===== config.mk =====
export PLATFORM = sky130hd
export DESIGN_NAME = pwm_update_ctrl_flat
export DESIGN_NICKNAME = d
export VERILOG_FILES = /design/src/rtl/pwm_update_ctrl_pkg.sv /design/src/rtl/pwm_update_ctrl_if.sv /design/src/rtl/pwm_update_ctrl_ramp_step.sv /design/src/rtl/pwm_update_ctrl.sv /design/src/flat_wrapper.sv
export SDC_FILE = /design/constraint.sdc
export NUM_CORES = 1
export LEC_CHECK = 0
export BUFFER_PORTS_ARGS = -buffer_cell sky130_fd_sc_hd__buf_2
export CORE_UTILIZATION = 58
export CTS_CLUSTER_DIAMETER = 50
export DETAILED_ROUTE_END_ITERATION = 7
export GPL_ROUTABILITY_DRIVEN = 0
export PLACE_DENSITY = 0.85
export SLEW_MARGIN = 30
export SYNTH_ARGS = -nofsm -noshare
export SYNTH_HDL_FRONTEND = slang
export SYNTH_SLANG_ARGS = --single-unit

===== constraint.sdc =====
create_clock -name MClk -period 8.2 [get_ports MClk]
set_input_delay 0.41 -clock MClk [delete_from_list [all_inputs] [get_ports MClk]]
set_output_delay 0.41 -clock MClk [all_outputs]
set_load 0.005 [all_outputs]

===== src/rtl/pwm_update_ctrl_pkg.sv =====
`timescale 1ns/1ps
`default_nettype none
// ============================================================================
//  Module   : pwm_ctrl_pkg
//  Brief    : Shared types, register map and helpers for pwm_update_ctrl.
//  Revision : 1.0 - initial release
// ============================================================================
package pwm_ctrl_pkg;

    // Sequencer states
    typedef enum logic [1:0] {
        IDLE = 2'd0,
        RAMP = 2'd1,
        RUN  = 2'd2,
        STOP = 2'd3
    } state_t;

    // How the active compare registers are updated on the next edge
    typedef enum logic [1:0] {
        CMP_HOLD  = 2'd0,
        CMP_CLEAR = 2'd1,
        CMP_STEP  = 2'd2,
        CMP_TRACK = 2'd3
    } cmp_op_t;

    // Register map (compare[n] lives at address n)
    localparam logic [3:0] ADDR_MAX    = 4'd8;
    localparam logic [3:0] ADDR_STEP   = 4'd9;
    localparam logic [3:0] ADDR_DT     = 4'd10;
    localparam logic [3:0] ADDR_COMMIT = 4'd15;

    // True for any address that selects a register or the commit strobe
    function automatic logic addr_is_mapped(input logic [3:0] addr, input int phase_count);
        return (int'(addr) < phase_count) || (addr == ADDR_MAX) || (addr == ADDR_STEP) ||
               (addr == ADDR_DT) || (addr == ADDR_COMMIT);
    endfunction

endpackage
`default_nettype wire


===== src/rtl/pwm_update_ctrl_if.sv =====
`timescale 1ns/1ps
`default_nettype none
// ============================================================================
//  Module   : pwm_update_ctrl_if
//  Brief    : Configuration write port (valid/ready plus error pulse).
//  Revision : 1.0 - initial release
// ============================================================================
interface pwm_update_ctrl_if
    import pwm_ctrl_pkg::*;
#(
    parameter int BIT_WIDTH = 16
);
    logic                 CfgValid;
    logic                 CfgReady;
    logic [3:0]           CfgAddr;
    logic [BIT_WIDTH-1:0] CfgData;
    logic                 CfgErr;

    modport master (output CfgValid, output CfgAddr, output CfgData,
                    input  CfgReady, input  CfgErr);
    modport slave  (input  CfgValid, input  CfgAddr, input  CfgData,
                    output CfgReady, output CfgErr);
endinterface
`default_nettype wire


===== src/rtl/pwm_update_ctrl_ramp_step.sv =====
`timescale 1ns/1ps
`default_nettype none
// ============================================================================
//  Module   : pwm_ramp_step
//  Brief    : One saturating step of a compare value toward its goal, moving
//             at most RampStep per call, never overshooting or wrapping.
//  Revision : 1.0 - initial release
// ============================================================================
module pwm_ramp_step
#(
    parameter int BIT_WIDTH = 16,
    parameter int RampStep  = 4
)(
    input  logic [BIT_WIDTH-1:0] cur,
    input  logic [BIT_WIDTH-1:0] tgt,
    output logic [BIT_WIDTH-1:0] nxt,
    output logic                 at_target
);
    // One extra bit so cur+step cannot wrap and cur-step shows a borrow
    localparam logic [BIT_WIDTH:0] STEP_X = (BIT_WIDTH+1)'(RampStep);

    logic [BIT_WIDTH:0] cur_x;
    logic [BIT_WIDTH:0] tgt_x;
    logic [BIT_WIDTH:0] up_x;
    logic [BIT_WIDTH:0] down_x;

    assign cur_x  = {1'b0, cur};
    assign tgt_x  = {1'b0, tgt};
    assign up_x   = cur_x + STEP_X;
    assign down_x = cur_x - STEP_X;

    // Land on the goal whenever a full step would reach or pass it
    always_comb begin
        nxt = tgt;
        if (cur_x < tgt_x) begin
            if (up_x < tgt_x) begin
                nxt = up_x[BIT_WIDTH-1:0];
            end
        end else if (cur_x > tgt_x) begin
            if (!down_x[BIT_WIDTH] && (down_x > tgt_x)) begin
                nxt = down_x[BIT_WIDTH-1:0];
            end
        end
    end

    assign at_target = (nxt == tgt);

endmodule
`default_nettype wire


===== src/rtl/pwm_update_ctrl.sv =====
`timescale 1ns/1ps
`default_nettype none
// ============================================================================
//  Module   : pwm_update_ctrl
//  Brief    : Shadow-register configuration front end for PWMGenTop. Writes
//             land in shadows, a commit applies them atomically (at once in
//             IDLE, otherwise at the carrier zero point), and a small FSM
//             sequences reset release, soft ramp-up and ramp-down.
//  Revision : 1.0 - initial release
// ============================================================================
module pwm_update_ctrl
    import pwm_ctrl_pkg::*;
#(
    parameter int PhaseCount = 3,
    parameter int BIT_WIDTH  = 16,
    parameter int RampStep   = 4
)(
    input  logic                                 MClk,
    input  logic                                 RstN,
    pwm_update_ctrl_if.slave                     cfg,
    input  logic                                 Enable,
    input  logic                                 CarrierZero,
    output logic [PhaseCount-1:0][BIT_WIDTH-1:0] Compare,
    output logic [BIT_WIDTH-1:0]                 PWMMaxCount,
    output logic [BIT_WIDTH-1:0]                 TriangleStepSize,
    output logic [BIT_WIDTH-1:0]                 DeadTimeCount,
    output logic                                 PWMRstN,
    output logic                                 Busy
);

    state_t  state;
    state_t  state_next;
    cmp_op_t cmp_op;
    logic    pwm_rstn_next;

    logic    pending;
    logic    cfg_err_q;
    logic    accept;
    logic    apply;
    logic    cfg_ok;
    logic    all_done;

    logic [PhaseCount-1:0][BIT_WIDTH-1:0] sh_cmp;
    logic [BIT_WIDTH-1:0]                 sh_max;
    logic [BIT_WIDTH-1:0]                 sh_step;
    logic [BIT_WIDTH-1:0]                 sh_dt;

    logic [PhaseCount-1:0][BIT_WIDTH-1:0] target;
    logic [PhaseCount-1:0][BIT_WIDTH-1:0] tgt_next;
    logic [PhaseCount-1:0][BIT_WIDTH-1:0] ramp_goal;
    logic [PhaseCount-1:0][BIT_WIDTH-1:0] ramp_val;
    logic [PhaseCount-1:0][BIT_WIDTH-1:0] cmp_next;
    logic [PhaseCount-1:0]                ramp_done;

    // Writes are refused only while a commit waits for a carrier zero
    assign cfg.CfgReady = !(pending && (state != IDLE));
    assign cfg.CfgErr   = cfg_err_q;
    assign accept       = cfg.CfgValid && cfg.CfgReady;
    assign apply        = pending && ((state == IDLE) || CarrierZero);
    assign cfg_ok       = (PWMMaxCount != '0) && (TriangleStepSize != '0);
    assign all_done     = &ramp_done;
    assign Busy         = (state != IDLE);

    // Per-phase clamp, target selection and ramp stepper
    for (genvar n = 0; n < PhaseCount; n++) begin : g_phase
        logic [BIT_WIDTH-1:0] clamped;
        assign clamped      = (sh_cmp[n] > sh_max) ? sh_max : sh_cmp[n];
        assign tgt_next[n]  = apply ? clamped : target[n];
        // Ramp-down ignores targets entirely and heads for zero
        assign ramp_goal[n] = (state == STOP) ? '0 : tgt_next[n];

        pwm_ramp_step #(
            .BIT_WIDTH (BIT_WIDTH),
            .RampStep  (RampStep)
        ) u_step (
            .cur       (Compare[n]),
            .tgt       (ramp_goal[n]),
            .nxt       (ramp_val[n]),
            .at_target (ramp_done[n])
        );
    end

    // Shadow registers capture every accepted write to a mapped register
    always_ff @(posedge MClk or negedge RstN) begin
        if (!RstN) begin
            sh_cmp  <= '0;
            sh_max  <= '0;
            sh_step <= '0;
            sh_dt   <= '0;
        end else if (accept) begin
            for (int n = 0; n < PhaseCount; n++) begin
                if (cfg.CfgAddr == 4'(n)) begin
                    sh_cmp[n] <= cfg.CfgData;
                end
            end
            case (cfg.CfgAddr)
                ADDR_MAX:  sh_max  <= cfg.CfgData;
                ADDR_STEP: sh_step <= cfg.CfgData;
                ADDR_DT:   sh_dt   <= cfg.CfgData;
                default:   ;
            endcase
        end
    end

    // Commit flag and one-cycle error pulse for unmapped writes
    always_ff @(posedge MClk or negedge RstN) begin
        if (!RstN) begin
            pending   <= 1'b0;
            cfg_err_q <= 1'b0;
        end else begin
            cfg_err_q <= accept && !addr_is_mapped(cfg.CfgAddr, PhaseCount);
            if (accept && (cfg.CfgAddr == ADDR_COMMIT)) begin
                pending <= 1'b1;
            end else if (apply) begin
                pending <= 1'b0;
            end
        end
    end

    // Atomic transfer of all shadow fields into the active set
    always_ff @(posedge MClk or negedge RstN) begin
        if (!RstN) begin
            PWMMaxCount      <= '0;
            TriangleStepSize <= '0;
            DeadTimeCount    <= '0;
            target           <= '0;
        end else if (apply) begin
            PWMMaxCount      <= sh_max;
            TriangleStepSize <= sh_step;
            DeadTimeCount    <= sh_dt;
            target           <= tgt_next;
        end
    end

    // Sequencer state register
    always_ff @(posedge MClk or negedge RstN) begin
        if (!RstN) begin
            state   <= IDLE;
            PWMRstN <= 1'b0;
        end else begin
            state   <= state_next;
            PWMRstN <= pwm_rstn_next;
        end
    end

    // Sequencer next state, PWMGenTop reset and compare update selection
    always_comb begin
        state_next    = state;
        pwm_rstn_next = PWMRstN;
        cmp_op        = CMP_HOLD;
        case (state)
            IDLE: begin
                cmp_op = CMP_CLEAR;
                if (Enable && cfg_ok) begin
                    state_next    = RAMP;
                    pwm_rstn_next = 1'b1;
                end
            end
            RAMP: begin
                if (CarrierZero) begin
                    cmp_op = CMP_STEP;
                end
                if (!Enable) begin
                    state_next = STOP;
                end else if (CarrierZero && all_done) begin
                    state_next = RUN;
                end
            end
            RUN: begin
                cmp_op = CMP_TRACK;
                if (!Enable) begin
                    state_next = STOP;
                end
            end
            STOP: begin
                if (CarrierZero) begin
                    cmp_op = CMP_STEP;
                    if (all_done) begin
                        state_next    = IDLE;
                        pwm_rstn_next = 1'b0;
                    end
                end
            end
            default: begin
                state_next    = IDLE;
                pwm_rstn_next = 1'b0;
            end
        endcase
    end

    // Next compare values according to the selected update
    always_comb begin
        cmp_next = Compare;
        case (cmp_op)
            CMP_CLEAR: cmp_next = '0;
            CMP_STEP:  cmp_next = ramp_val;
            CMP_TRACK: cmp_next = tgt_next;
            default:   cmp_next = Compare;
        endcase
    end

    // Active compare registers driven to PWMGenTop
    always_ff @(posedge MClk or negedge RstN) begin
        if (!RstN) begin
            Compare <= '0;
        end else begin
            Compare <= cmp_next;
        end
    end

endmodule
`default_nettype wire


===== src/flat_wrapper.sv =====
// flat-port wrapper written by rule: the top's interface ports become plain ports
module pwm_update_ctrl_flat import pwm_ctrl_pkg::*;
#(
    parameter int PhaseCount = 3,
    parameter int BIT_WIDTH  = 16,
    parameter int RampStep   = 4
)
  (MClk, RstN, Enable, CarrierZero, Compare, PWMMaxCount, TriangleStepSize, DeadTimeCount, PWMRstN, Busy, cfg_CfgValid, cfg_CfgAddr, cfg_CfgData, cfg_CfgReady, cfg_CfgErr);
  pwm_update_ctrl_if #(.BIT_WIDTH(BIT_WIDTH)) cfg_i ();
  input  logic MClk;
  input  logic RstN;
  input  logic Enable;
  input  logic CarrierZero;
  output logic [PhaseCount-1:0][BIT_WIDTH-1:0] Compare;
  output logic [BIT_WIDTH-1:0] PWMMaxCount;
  output logic [BIT_WIDTH-1:0] TriangleStepSize;
  output logic [BIT_WIDTH-1:0] DeadTimeCount;
  output logic PWMRstN;
  output logic Busy;
  input wire logic [$bits(cfg_i.CfgValid)-1:0] cfg_CfgValid;
  input wire logic [$bits(cfg_i.CfgAddr)-1:0] cfg_CfgAddr;
  input wire logic [$bits(cfg_i.CfgData)-1:0] cfg_CfgData;
  output wire logic [$bits(cfg_i.CfgReady)-1:0] cfg_CfgReady;
  output wire logic [$bits(cfg_i.CfgErr)-1:0] cfg_CfgErr;
  assign cfg_i.CfgValid = cfg_CfgValid;
  assign cfg_i.CfgAddr = cfg_CfgAddr;
  assign cfg_i.CfgData = cfg_CfgData;
  assign cfg_CfgReady = cfg_i.CfgReady;
  assign cfg_CfgErr = cfg_i.CfgErr;
  pwm_update_ctrl #(.PhaseCount(PhaseCount), .BIT_WIDTH(BIT_WIDTH), .RampStep(RampStep)) u_core (.MClk(MClk), .RstN(RstN), .cfg(cfg_i), .Enable(Enable), .CarrierZero(CarrierZero), .Compare(Compare), .PWMMaxCount(PWMMaxCount), .TriangleStepSize(TriangleStepSize), .DeadTimeCount(DeadTimeCount), .PWMRstN(PWMRstN), .Busy(Busy));
endmodule

; ---- Word level (Yosys, flattened, before mapping)
; Index checks and enable logic that the tools add are counted.
; W data, S select, Z words.
[totals]
n_memories = 0
output_inout_bits = 100
rom_bits = 0
reg_bits = 245
input_bits = 25
ram_bits = 0
wordCells = 137
latchBits = 0
[op_classes]
reduce_logical = 39
div_mod_pow = 0
n_addsub = 6
order_cmp = 16
bitwise_logic = 0
n_shift = 0
multipliers = 0
n_mux = 37
n_eq_ne = 20
[op_table]
columns = op, n
row1 = $mux W16, 21
row2 = $pmux W48 S3, 1
row3 = $gt A16 B16 Y1, 6
row4 = $add A16 B3 Y17 const B, 3
row5 = $gt A17 B16 Y1, 3
row6 = $lt A17 B16 Y1, 3
row7 = $sub A16 B3 Y17 const B, 3
row8 = $eq A16 B16 Y1, 3
row9 = $lt A16 B16 Y1, 3
row10 = $reduce_bool A16 Y1, 2
row11 = $eq A4 B4 Y1 const B, 4
row12 = $mux W2, 7
row13 = $reduce_and A2 Y1, 6
row14 = $logic_and A1 B1 Y1, 11
row15 = $eq A2 B2 Y1 const B, 4
row16 = $pmux W2 S4, 1
row17 = $ne A2 B2 Y1 const B, 3
row18 = $pmux W2 S3, 1
row19 = $reduce_bool A2 Y1, 3
row20 = $logic_not A1 Y1, 5
row21 = $logic_or A1 B1 Y1, 5
row22 = $mux W1, 5
row23 = $reduce_and A5 Y1, 1
row24 = $eq A2 B1 Y1 const B, 2
row25 = 12 further kinds, 12

; ---- Logic depth before layout (Yosys ltp)
[depth]
word_depth = 16
ltp_mapped = 27
mapped_depth_nobuf = 24

; ---- Cells and area by module
; A second synthesis with hierarchy kept.
[unflattened]
cells_unflattened = 1975
hier_area_um2 = 18362.6
[by_module_without_submodules]
columns = module, cells_each, area_per_inst_um2, instances, seq_area_each_um2
row1 = pwm_update_ctrl, 1082, 11848.9, 1, 6130.9
row2 = pwm_ramp_step at u_core.g_phase[1].u_step, 294, 2213.4, 1, 0.0
row3 = pwm_ramp_step at u_core.g_phase[2].u_step, 308, 2192.1, 1, 0.0
row4 = pwm_ramp_step at u_core.g_phase[0].u_step, 291, 2108.3, 1, 0.0

; ---- Worst setup path after synthesis
; OpenSTA, ideal clock, no wires.
[synth_timing]
path_type = register to register
from = register u_core.sh_max[15]
to = register u_core.state[1]
setup_ns = 0.128
stages_incl_launch_ff = 26
slack_ns = 2.384
arrival_time_ns = 5.688
synth_period_minus_slack_ns = 5.816
n_path_buf = 2
required_time_ns = 8.072
path_cell_list = dfrtp_1 inv_1 ha_1 a21o_1 a31o_2 a211oi_1 or2_1 clkbuf_1 o21ai_0 a311oi_1 inv_1 ha_1 nand2_1 or4_1 a21oi_1 nor3_1 and2_1 clkbuf_1 nor2_2 o21ai_1 a2111oi_4 nand4_1 nor4_2 a31oi_1 nor2_1 mux2_1
[synth_between]
elab_chain_cells = 14
elab_cells_between_ends = 47
classes_between = 15 x order compare / 5 x eq/ne / 21 x mux / 6 x reduce/logical
[synth_rtl]
columns = item, line
row1 = from (decl), pwm_update_ctrl.sv:44  ; logic [BIT_WIDTH-1:0] sh_max;
row2 = from (signal assigned), pwm_update_ctrl.sv:97  ; ADDR_MAX: sh_max <= cfg.CfgData;
row3 = $gt A16 B16 Y1, pwm_update_ctrl.sv:67  ; assign clamped = (sh_cmp[n] > sh_max) ? sh_max : sh_cmp[n];
row4 = $mux W16, pwm_update_ctrl.sv:67
row5 = $mux W16, pwm_update_ctrl.sv:68  ; assign tgt_next[n] = apply ? clamped : target[n];
row6 = $mux W16, pwm_update_ctrl.sv:70  ; assign ramp_goal[n] = (state == STOP) ? '0 : tgt_next[n];
row7 = $gt A17 B16 Y1, pwm_update_ctrl_ramp_step.sv:40  ; if (!down_x[BIT_WIDTH] && (down_x > tgt_x)) begin
row8 = $logic_and A1 B1 Y1, pwm_update_ctrl_ramp_step.sv:40
row9 = $mux W16, pwm_update_ctrl_ramp_step.sv:40
row10 = $mux W16, pwm_update_ctrl_ramp_step.sv:39  ; end else if (cur_x > tgt_x) begin
row11 = $mux W16, pwm_update_ctrl_ramp_step.sv:35  ; if (cur_x < tgt_x) begin
row12 = $eq A16 B16 Y1, pwm_update_ctrl_ramp_step.sv:46  ; assign at_target = (nxt == tgt);
row13 = $reduce_and A3 Y1 *, pwm_update_ctrl.sv:61  ; assign all_done = &ramp_done;
row14 = $logic_and A1 B1 Y1, pwm_update_ctrl.sv:165  ; end else if (CarrierZero && all_done) begin
row15 = $ne A3 B2 Y1 (no source line), --
row16 = $reduce_and A5 Y1 (no source line) *, --
row17 = to (signal assigned), pwm_update_ctrl.sv:141  ; state <= state_next;
row18 = to (decl), pwm_update_ctrl.sv:31  ; state_t state;
; Mark *: on every way between the ends. The rest lies on a longest branch, timed or not.
; A chain may end at the register's enable or synchronous reset.

; ---- Worst setup path after layout
; Ends and elaborated chain as after synthesis.

==> impl_metrics.sql <==
INSERT INTO impl_metrics (metric_group, metric, value, unit) VALUES
('status', 'run_status', 'complete, but fails checks', ''),
('status', 'failed_checks', 'DRC', ''),
('hold_path', 'hold_end', 'u_core.pending$_DFFE_PN0P_', ''),
('synth', 'synth_top_family_by_area', 'compound AO/OA/AOI/OAI gates', ''),
('drt', 'detail_route.first_pass.iterations', '8', ''),
('timing', 'worst_slew_margin_rel', '31.6', '%'),
('synth', 'fraction_of_synthesized_cell_area_in_xor_and_xnor_cells', '3.49', '%'),
('timing', 'period_share', '92.3', '%'),
('timing', 'timing_worst_slew_pin_value', '1.02', 'ns'),
('hold_path', 'holdCritStartpoint', 'cfg_CfgAddr[1]', ''),
('critical_path', 'cpMaxStageDelayCell', 'sky130_fd_sc_hd__o31a_1', ''),
('critical_path', 'worstSetupEndpointType', 'flop', ''),
('clock_network', 'clk_pin_slew', '0.06', 'ns'),
('floorplan', 'initial_utilization', '59.0', '%'),
('drt', 'wl_per_cell', '24.1', 'µm'),
('global_route', 'first_global_vias', '17100', ''),
('synth', 'post-synth-top-area-cell', 'sky130_fd_sc_hd__dfrtp_1', ''),
('clock_network', 'ctsRootBufferMaster', 'sky130_fd_sc_hd__clkbuf_16', ''),
('finish', 'num-fill-cells', '2383', ''),
('drt', 'via_per_inst', '7.08', ''),
('finish', 'synthToLayoutAreaGrowth', '11.0', '%'),
('synth', 'synth_most_common_cell', 'sky130_fd_sc_hd__dfrtp_1', ''),
('critical_path', 'rrSetupSlack', '0.63', 'ns'),
('critical_path', 'worst_ep_required_time', '8.63', 'ns'),
('timing', 'clock_skew_after_layout', '0.0280', 'ns'),
('drt', 'top_signal_layer_used', 'met4', ''),
('floorplan', 'num_io_pins', '125', ''),
('synth', 'yosysWarnings', '0', ''),
('global_route', 'grtUsageTotal', '37.9', '%'),
('synth', 'asyncSetResetFlopFracSynth', '100', '%'),
('synth', 'netlist-cell-type-count', '87', ''),
('finish', 'final-seq-area', '6130', 'µm²'),
('timing', 'setup_viol', '0', ''),
('clock_network', 'cts_buffer_depth', '3', ''),
('drt', 'remaining_drc_errors', '1', ''),
('timing', 'timing.fmax', '0.132', 'GHz'),
('floorplan', 'chipWidth', '178', 'µm'),
('clock_network', 'cts_tree', 'built', ''),
('finish', 'post_route_cells_drive_above_1_share', '16.7', '%'),
('hold_path', 'min_path_type', 'input pin to flop', ''),
('synth', 'post_synth_and_or_nand_nor_area_fraction', '16.6', '%'),
('critical_path', 'worstSetupPathDepth', '23', ''),
('synth', 'adder_and_majority_cell_fraction_of_the_synthesized_area', '13.1', '%'),
('critical_path', 'worst-path-buf-inv', '2', ''),
('placement', 'detailed_place.area', '19100', 'µm²'),
('critical_path', 'critical_path.reg2reg.startpoint', 'u_core.sh_max[15]$_DFFE_PN0P_', ''),
('clock_network', 'post-cts-setup-buffer-count', '0', ''),
('critical_path', 'crit_chain', 'inv_1 -> ha_1 -> nand4_1 -> nor4_1 -> a21boi_0 -> o31a_1 -> mux2i_1 -> o211ai_1 -> ha_1 -> a21o_1 -> a21o_1 -> a211o_1 -> o211ai_1 -> a21oi_1 -> buf_4 -> a21oi_1 -> nor2_1 -> a2111oi_2 -> nand4_1 -> nor4_2 -> a31oi_1 -> nor2_1 -> mux2_1', ''),
('critical_path', 'crit_family', 'compound AO/OA/AOI/OAI gates', ''),
('drt', 'via_count', '17600', ''),
('clock_network', 'cts-htree-levels', '1', ''),
('global_route', 'antenna_violations_before_repair', '0', ''),
('floorplan', 'coreArea', '30600', 'µm²'),
('synth', 'synthFlopType', 'sky130_fd_sc_hd__dfrtp_1', ''),
('drt', 'metal2_wl', '26100', 'µm'),
('drt', 'drt_iter0_drc', '2243', ''),
('synth', 'post_synth_instance_area', '18100', 'µm²'),
('critical_path', 'reg2reg_depth', '23', ''),
('timing', 'final-hold-violation-count', '0', ''),
('synth', 'postSynthRegisterBits', '245', ''),
('finish', 'number_of_antenna_cells_inserted', '0', ''),
('synth', 'post-synth-top-area-fraction', '33.9', '%'),
('timing', 'setup-tns-final', '0', 'ns'),
('floorplan', 'num_rows', '64', ''),
('synth', 'syn-mean-instance-area', '9.11', 'µm²'),
('drt', 'routed_wirelength', '59900', 'µm'),
('timing', 'timing_max_transition_violations_final', '0', ''),
('critical_path', 'critPathLaunchType', 'flop', ''),
('critical_path', 'critical-path-max-stage-delay', '0.62', 'ns'),
('job', 'maxCapViolations', '0', ''),
('floorplan', 'chipHeight', '178', 'µm');
[layout make-up]
type                    count  share of cell area [%]
multi-input cells        1535                    55.8
well taps                 396                    2.47
clock inverters            11                   0.580
inverters                  97                    1.82
clock buffers              38                    4.09
flip-flops and latches    245                    30.6
repair buffers            163                    4.72
[cells in the final DEF, fill, tap and decap left out, drive strengths merged, types with 31 or more instances in the layout]
cell type,instances
a211oi,31
nor3,38
nand3,61
dfrtp,245
a21oi,106
clkbuf,38
nand2,244
nand4,38
mux2,101
nor2,123
buf,162
mux2i,38
o21ai,69
xnor2,44
inv,99
ha,189
[registers in the layout (all words and copies together) (netlist names)]
signal,cells
u_core.Compare,48
u_core.DeadTimeCount,16
u_core.PWMMaxCount,16
u_core.PWMRstN,1
u_core.TriangleStepSize,16
u_core.cfg.CfgErr,1
u_core.pending,1
u_core.sh_cmp,48
u_core.sh_dt,16
u_core.sh_max,16
u_core.sh_step,16
u_core.state,2
u_core.target,48
[repair_timing]
item                      CTS  global route
gates resized for setup     0             0
hold buffers                1             0
hold endpoints to repair    9             0
[how the worst max path moves through the flow]
stage / start / end
3_3_place_gp: u_core.sh_max[13]$_DFFE_PN0P_ / u_core.state[1]$_DFFE_PN0P_
3_5_place_dp: u_core.sh_max[13]$_DFFE_PN0P_ / u_core.state[1]$_DFFE_PN0P_
4_1_cts: u_core.sh_max[15]$_DFFE_PN0P_ / u_core.state[1]$_DFFE_PN0P_
5_1_grt: u_core.sh_max[15]$_DFFE_PN0P_ / u_core.state[1]$_DFFE_PN0P_
2_1_floorplan: u_core.sh_max[15]$_DFFE_PN0P_ / u_core.state[1]$_DFFE_PN0P_
6_report: u_core.sh_max[15]$_DFFE_PN0P_ / u_core.state[1]$_DFFE_PN0P_
[worst reg2reg max path, stage by stage (launching register included)]
cell and delay, ns:
sky130_fd_sc_hd__dfrtp_1 0.44, sky130_fd_sc_hd__inv_1 0.14, sky130_fd_sc_hd__ha_1 0.32, sky130_fd_sc_hd__nand4_1 0.19, sky130_fd_sc_hd__nor4_1 0.39, sky130_fd_sc_hd__a21boi_0 0.38, sky130_fd_sc_hd__o31a_1 0.62, sky130_fd_sc_hd__mux2i_1 0.52
sky130_fd_sc_hd__o211ai_1 0.37, sky130_fd_sc_hd__ha_1 0.42, sky130_fd_sc_hd__a21o_1 0.19, sky130_fd_sc_hd__a21o_1 0.18, sky130_fd_sc_hd__a211o_1 0.29, sky130_fd_sc_hd__o211ai_1 0.32, sky130_fd_sc_hd__a21oi_1 0.24, sky130_fd_sc_hd__buf_4 0.27
sky130_fd_sc_hd__a21oi_1 0.38, sky130_fd_sc_hd__nor2_1 0.12, sky130_fd_sc_hd__a2111oi_2 0.46, sky130_fd_sc_hd__nand4_1 0.17, sky130_fd_sc_hd__nor4_2 0.38, sky130_fd_sc_hd__a31oi_1 0.17, sky130_fd_sc_hd__nor2_1 0.15, sky130_fd_sc_hd__mux2_1 0.34
[per-stage QoR]
stage / instances / worst slack, ns / hold slack [ns]
after floorplan: 1983 / 2.38 / 0.114
after global placement: 2434 / 1.13 / 0.442
after detailed placement: 2434 / 0.956 / 0.453
after CTS: 2484 / 0.943 / 0.148
after global routing: 2485 / 0.277 / 0.189
final: 2485 / 0.630 / 0.154
[metal layers]
metal | GRT usage [%] | vias up
li1 | - | 7518
met1 | 48.1 | 8421
met2 | 58.6 | 1314
met3 | 8.53 | 346
met4 | 23.6 | 0
met5 | 0 | -
[kinds of logic (layout without fill, tap and decap cells)]
family                     Yosys count  after routing
buffers and inverters              203            309
xor gates and xnor gates            72             72
and+or+nand+nor                    631            631
muxes                              139            139
DFF                                245            245
adders and majority gates          189            189
AOI/OAI and AO/OA                  504            504
Power is not shown: default switching activity piles up to over one toggle a cycle in this logic, so the estimate is an artifact.
